--- config.mk ---
export PLATFORM = sky130hd
export DESIGN_NAME = sync_pulse_meter
export DESIGN_NICKNAME = d
export VERILOG_FILES = /design/src/rtl/sync_pulse_meter.sv
export SDC_FILE = /design/constraint.sdc
export NUM_CORES = 1
export LEC_CHECK = 0
export CORE_UTILIZATION = 30
export DETAILED_ROUTE_END_ITERATION = 8
export GPL_ROUTABILITY_DRIVEN = 0
export MAX_ROUTING_LAYER = met4
export PLACE_DENSITY = 0.5
export SYNTH_ARGS = -nofsm -noshare
export SYNTH_HDL_FRONTEND = slang
export SYNTH_SLANG_ARGS = --single-unit
--- constraint.sdc ---
create_clock -name clk_i -period 2.1 [get_ports clk_i]
set_input_delay 0.42 -clock clk_i [delete_from_list [all_inputs] [get_ports clk_i]]
set_output_delay 0.42 -clock clk_i [all_outputs]
set_load 0.02 [all_outputs]
--- src/rtl/sync_pulse_meter.sv ---
// Measures the length of each high/low phase between accepted edge pulses
// and queues {level, length} results in a small FIFO for a downstream consumer.
module sync_pulse_meter #(
  parameter int CNT_WIDTH = 16,
  parameter int DEPTH     = 4
) (
  input  logic                 clk_i,
  input  logic                 rst_ni,
  input  logic                 clr_i,
  input  logic                 en_i,
  input  logic                 serial_i,
  input  logic                 r_edge_i,
  input  logic                 f_edge_i,
  output logic                 meas_valid_o,
  input  logic                 meas_ready_i,
  output logic [CNT_WIDTH-1:0] meas_len_o,
  output logic                 meas_level_o,
  output logic                 overflow_o
);

  typedef enum logic {IDLE, MEASURE} state_t;

  localparam int AW = $clog2(DEPTH);
  localparam logic [CNT_WIDTH-1:0] CNT_MAX  = '1;
  localparam logic [AW:0]          FULL_CNT = (AW+1)'(DEPTH);

  state_t               state;
  logic [CNT_WIDTH-1:0] cnt;
  logic [CNT_WIDTH:0]   mem [DEPTH];
  logic [AW-1:0]        wr_ptr;
  logic [AW-1:0]        rd_ptr;
  logic [AW:0]          count;

  logic rise_ok, fall_ok, edge_evt, push, pop, full, wr_en;

  // An edge only counts when exactly one pulse fires and it agrees with the
  // synchronized level; anything else is treated as a glitch and ignored.
  assign rise_ok  = r_edge_i & ~f_edge_i & serial_i;
  assign fall_ok  = f_edge_i & ~r_edge_i & ~serial_i;
  assign edge_evt = en_i & (rise_ok | fall_ok);

  assign push  = edge_evt & (state == MEASURE);
  assign full  = (count == FULL_CNT);
  assign pop   = meas_valid_o & meas_ready_i;
  assign wr_en = push & (~full | pop) & ~clr_i;

  assign meas_valid_o = (count != '0);
  assign meas_len_o   = meas_valid_o ? mem[rd_ptr][CNT_WIDTH-1:0] : '0;
  assign meas_level_o = meas_valid_o ? mem[rd_ptr][CNT_WIDTH] : 1'b0;

  // Phase tracker: the first edge after IDLE only arms the counter.
  always_ff @(posedge clk_i or negedge rst_ni) begin
    if (!rst_ni) begin
      state <= IDLE;
      cnt   <= '0;
    end else if (clr_i || !en_i) begin
      state <= IDLE;
      cnt   <= '0;
    end else if (edge_evt) begin
      state <= MEASURE;
      cnt   <= CNT_WIDTH'(1);
    end else if (state == MEASURE && cnt != CNT_MAX) begin
      cnt <= cnt + CNT_WIDTH'(1);
    end
  end

  // Ending a low phase is signalled by a rising edge, hence level = fall_ok.
  always_ff @(posedge clk_i) begin
    if (wr_en) begin
      mem[wr_ptr] <= {fall_ok, cnt};
    end
  end

  always_ff @(posedge clk_i or negedge rst_ni) begin
    if (!rst_ni) begin
      wr_ptr     <= '0;
      rd_ptr     <= '0;
      count      <= '0;
      overflow_o <= 1'b0;
    end else if (clr_i) begin
      wr_ptr     <= '0;
      rd_ptr     <= '0;
      count      <= '0;
      overflow_o <= 1'b0;
    end else begin
      if (wr_en) begin
        wr_ptr <= wr_ptr + AW'(1);
      end
      if (pop) begin
        rd_ptr <= rd_ptr + AW'(1);
      end
      if (wr_en && !pop) begin
        count <= count + (AW+1)'(1);
      end else if (pop && !wr_en) begin
        count <= count - (AW+1)'(1);
      end
      if (push && full && !pop) begin
        overflow_o <= 1'b1;
      end
    end
  end

endmodule

# Yosys cells after proc, flatten, opt, wreduce, memory -nomap -nowiden
# Memory sizes are Yosys's and may differ from the RTL's.
# Index checks and enable logic that the tools add are counted.
# word_totals
regBits	25
ram_bits	68
in_bits	8
output_inout_bits	19
wordCells	64
mem_count	1
# memory_table
memory	words	width	read_ports	rd_clocked_by_memory_dff	write_ports	line_no	source
mem	4	17	1	0	1	29	logic [CNT_WIDTH:0] mem [DEPTH];
# op_classes
n_addsub	5
n_eq_ne	2
mux	18
bitwise_logic	16
n_reduce_logical	16
# ops
operator	n
16-bit two-way mux	4
16-bit by 1-bit adder with 16-bit output, second input constant	1
16-bit inequality test, second input constant	1
1-bit bitwise AND	9
3-bit two-way mux	3
3-bit nonzero test	3
2-bit two-way mux	4
2-bit nonzero test	4
1-bit two-way mux	7
1-bit logical AND	5
1-bit NOT	5
2-bit by 1-bit adder with 2-bit output, second input constant	2
3-bit by 1-bit adder with 3-bit output, second input constant	1
3-bit == test, second input constant	1
1-bit zero test	3
3-bit by 1-bit subtractor with 3-bit output, second input constant	1
1-bit bitwise OR	2
1-bit logical OR	1

# Longest topological paths before layout
# logic_depth
ltp_word	13
mapped_depth	8
ltp_nobuf	8

# Least setup slack after synthesis
# Ideal clock, no wire load.
# synth_path
path_type	input to register
start	input meas_ready_i
end	register count[1]
setup_ns	0.094
arrival_time_ns	2.273
required_time_ns	2.006
path_slack_ns	-0.267
path_stages	8
cell_sequence	buf_2 nor4b_1 nor3_1 and2_1 fa_1 a31oi_1 o221ai_2 a221oi_2
# synth_between
elab_chain_len	7
word_cells_on_any_way	11
classes_between	mux: 2; bitwise: 4; reduce/logical: 5
# synth_lines
item	line_no	source
from (decl)	15	input logic meas_ready_i,
1-bit bitwise AND *	44	assign pop = meas_valid_o & meas_ready_i;
1-bit bitwise OR	45	assign wr_en = push & (~full | pop) & ~clr_i;
1-bit bitwise AND (2 in series)	45	
1-bit logical AND / 1-bit zero test (equally long branches)	92, 94	
3-bit two-way mux / 1-bit logical AND (equally long branches)	92, 94	
3-bit two-way mux / 3-bit nonzero test (equally long branches)	-	
to (signal assigned)	93	count <= count + (AW+1)'(1);
to (signal assigned)	95	count <= count - (AW+1)'(1);
to (decl)	32	logic [AW:0] count;
# Mark *: on every way between the ends. The rest lies on a longest branch, timed or not.
# A chain may end at the register's enable or synchronous reset.

# Worst setup path in the final report
# layout_path
start	register rd_ptr[0]
end	output meas_len_o[2]
# layout_between
elab_chain_len	2
# layout_lines
item	line_no	source
from (decl)	31	logic [AW-1:0] rd_ptr;
from (signal assigned)	90	rd_ptr <= rd_ptr + AW'(1);
memory 4 x 17 bit	-	
16-bit two-way mux	48	assign meas_len_o = meas_valid_o ? mem[rd_ptr][CNT_WIDTH-1:0] : '0;
to (decl)	16	output logic [CNT_WIDTH-1:0] meas_len_o,
# Every way passes these cells.

==> key figures <==
Placement
  – Placed cells: 496
  – Placed Area: 0.00495 mm²
  – Dpl hpwl: 5.20 mm
  – I/O Buffers: 26

Cells and area
  – Non-Filler Instances: 528
  – Most frequent cells in the layout: edfxtp_1 (68), buf_4 (35), nor2_1 (23)
  – Ant diodes: 0
  – Commonest non-fill, non-tap cell in the layout: edfxtp_1
  – Filler cell count: 1,256
  – Area delta synth->final: 32.1%
  – Net count, final: 361
  – Final Util: 41.1%
  – Layout cells sized above 1: 38.1%
  – Design Area, Final: 0.00549 mm²

Floorplan
  – Core Rows: 42
  – Initial Utilization: 31.1%
  – Core area: 0.0133 mm²
  – I/O Pins: 27
  – Die H: 120 µm
  – Die width: 120 µm
  – Die area: 0.0143 mm²

STA
  – Fin crit share: 107%
  – Fmax: 0.447 GHz
  – RSZ-0062 raised after global routing: true
  – Fin. max-slew vios: 0
  – Worst-Margin Slew: 0.431 ns
  – Final WS setup: -0.139 ns
  – Min cycle time layout: 2.24 ns
  – Setup TNS Final: -1.43 ns
  – Fin. Hold Viols: 0
  – Count of final setup violators: 15
  – Clk_skew: 0.00713 ns
  – Normalized max-slew margin: 71.0%

Worst setup path
  – Arrival time at the worst endpoint: 1.82 ns
  – Worst setup SP type: register
  – Worst r2r dst: count[1]$_DFFE_PN0P_
  – Crit path top cell by count: buf_6
  – Worst reg2reg setup slack: -0.05 ns
  – Worst path slowest cell: mux4_2
  – Crit path buffers/inverters: 3
  – Worst-path cell chain: buf_12 > buf_6 > mux4_2 > and2_4 > buf_6
  – CP Data Required Time: 1.68 ns
  – Worst r2r path cells: 7
  – RR Startpoint: count[0]$_DFFE_PN0P_
  – Critical path fanouts, max: 6
  – Largest delay share family, worst path: multiplexers
  – Crit path capture type: primary output
  – Kind of critical path: reg2out
  – Max incr delay on CP: 0.51 ns

Yosys
  – Synth Register Bits: 93
  – Cells after synthesis: 273
  – Netlist cell types: 47
  – Avg Inst Size Synth: 15.2 µm²
  – Yosys warning count: 0
  – Synth Flop Type: edfxtp_1
  – EDFF count, synth: 68
  – Sequential area share after synthesis: 64.2%
  – Ys async rst share: 26.9%
  – Synthesized Nets: 287
  – Mapped cell area: 0.00415 mm²

Routing
  – Antenna viol nets, final: 0
  – Vias per cell: 4.60
  – # DRC: 0
  – DR iter-0 viols: 78
  – 1st-pass router iterations: 4
  – WL/cell: 15.8 µm
  – Final WL: 8.32 mm
  – Via count: 2,429

CTS
  – Max H-tree Level: 3
  – Register clock-pin slew on the reported worst setup and hold paths: 0.06 ns
  – Clock sinks: 93
  – Clock Latency Late Sink: 0.34 ns
  – CTS Buf Count: 9
  – Root Buffer: clkbuf_16
  – Worst-case clock buffer depth: 2
  – CTS tree: yes
  – Hold-fix buffers at CTS: 0

Global route
  – Pin count of the biggest net entering global routing: 26
  – First-pass GRT wire length: 13.7 mm
  – Initial antenna violation count: 0
  – Vias in the first global route: 2,503
  – Gr ovfl total: 0
  – Total GRT Usage: 13.3%

Pwr
  – Max VDD drop: 0.409 mV
  – Static Leak: 1.97 nW
  – Internal Power: 3.25 mW
  – Net Sw Power: 903 µW
  – PD cells: 757 mW/mm²
  – Gate power share: 12.7%
  – Clock power frac: 39.8%
  – Seq pwr share: 47.5%
  – Sw Ratio: 21.8%

Job
  – Max-cap violations: 0

Worst hold path
  – Hold WC Path Type: in2async

Run status
  – Failing checks: negative setup slack
  – Status: complete, but fails checks
## repair_timing
action                     in CTS  in global routing
cloned                          1                  0
setup endpoints to repair      19                 18
pin swaps                      19                  8
setup buffers                  15                  1
gates resized for setup       116                 18
## cell type report
class | count | area [µm²] | area share [%]
clock inverters | 5 | 56.3 | 1.03
repair buffers | 75 | 792 | 14.4
flip-flops and latches | 93 | 2670 | 48.7
inverters | 6 | 22.5 | 0.410
well taps | 176 | 220 | 4.01
multi-input cells | 162 | 1470 | 26.8
clock buffers | 11 | 253 | 4.61
## power groups by stage
stage | clock [mW] | combinational, mW | sequential [mW]
after detailed placement | 0 | 0.427 | 2.01
final | 1.65 | 0.526 | 1.97
after global placement | 0 | 0.424 | 2.01
after global routing | 1.79 | 0.564 | 1.97
after floorplan | 0 | 0.232 | 2.01
after CTS | 1.70 | 0.522 | 1.97
## worst reg2reg max path, delay by kind of cell (launching register included)
family / cells / cell delay [ns]
fa+ha+maj: 1 / 0.42
simple gates: 3 / 0.64
flops: 1 / 0.44
compound gates: 3 / 0.54
## routing by layer
layer / routed length (µm) / vias up / global-route usage, %
met1: 3870 / 1221 / 16.9
li1: - / 1174 / -
met2: 4090 / 24 / 20.6
met5: 0 / - / -
met3: 237 / 10 / 3.28
met4: 130 / 0 / 5.31
## worst max-delay path by stage
| stage | cells after the start | end | slack [ns] | from |
|---|---|---|---|---|
| after global placement | 9 | count[1]$_DFFE_PN0P_ | -0.45 | serial_i |
| final | 5 | meas_len_o[2] | -0.14 | rd_ptr[0]$_DFFE_PN0P_ |
| after detailed placement | 9 | count[1]$_DFFE_PN0P_ | -0.49 | f_edge_i |
| after CTS | 6 | meas_len_o[9] | -0.18 | rd_ptr[0]$_DFFE_PN0P_ |
| after floorplan | 8 | count[1]$_DFFE_PN0P_ | -0.10 | meas_ready_i |
| after global routing | 5 | meas_len_o[5] | -0.18 | rd_ptr[0]$_DFFE_PN0P_ |
## state kept, by name, indices dropped and copies added (netlist names)
| name | flops |
|---|---|
| wr_ptr | 2 |
| mem | 68 |
| rd_ptr | 2 |
| state | 1 |
| overflow_o | 1 |
| count | 3 |
| cnt | 16 |
## synthesized netlist by cell type, types with 2 or more instances
| cell type | count | area (µm²) |
|---|---|---|
| a211oi_1 | 4 | 30.0 |
| nor3_1 | 5 | 25.0 |
| nand2_1 | 9 | 33.8 |
| nor2_1 | 24 | 90.1 |
| nand3_1 | 6 | 30.0 |
| or3_1 | 2 | 12.5 |
| mux2i_1 | 3 | 30.0 |
| inv_1 | 6 | 22.5 |
| nand4_1 | 5 | 31.3 |
| and3_1 | 2 | 12.5 |
| xnor2_1 | 14 | 123 |
| buf_6 | 2 | 22.5 |
| ha_1 | 5 | 62.6 |
| clkbuf_1 | 4 | 15.0 |
| and2_1 | 25 | 156 |
| nor2b_1 | 2 | 12.5 |
| mux4_2 | 17 | 383 |
| a31oi_1 | 2 | 12.5 |
| a21boi_1 | 2 | 15.0 |
| dfrtp_1 | 25 | 626 |
| xor2_1 | 7 | 61.3 |
| a21oi_1 | 6 | 30.0 |
| buf_2 | 5 | 25.0 |
| edfxtp_1 | 68 | 2040 |
## per-stage QoR
step	setup WS, ns	hold slack (ns)	power (mW)
2_1_floorplan	-0.101	0.124	2.24
3_3_place_gp	-0.447	0.494	2.44
3_5_place_dp	-0.489	0.497	2.44
4_1_cts	-0.178	0.463	4.20
5_1_grt	-0.180	0.488	4.32
6_report	-0.139	0.452	4.15
## kinds of logic (layout without fill, tap and decap cells)
| family | after synthesis | after routing | synth area share [%] |
|---|---|---|---|
| xor gates and xnor gates | 22 | 22 | 4.82 |
| DFF | 93 | 93 | 64.2 |
| buffers and inverters | 18 | 97 | 2.23 |
| and+or+nand+nor | 92 | 92 | 12.7 |
| adders and majority gates | 6 | 6 | 1.99 |
| AOI/OAI and AO/OA | 22 | 22 | 4.07 |
| muxes | 20 | 20 | 9.94 |
Note: power is estimated with default switching activity, not from simulation.
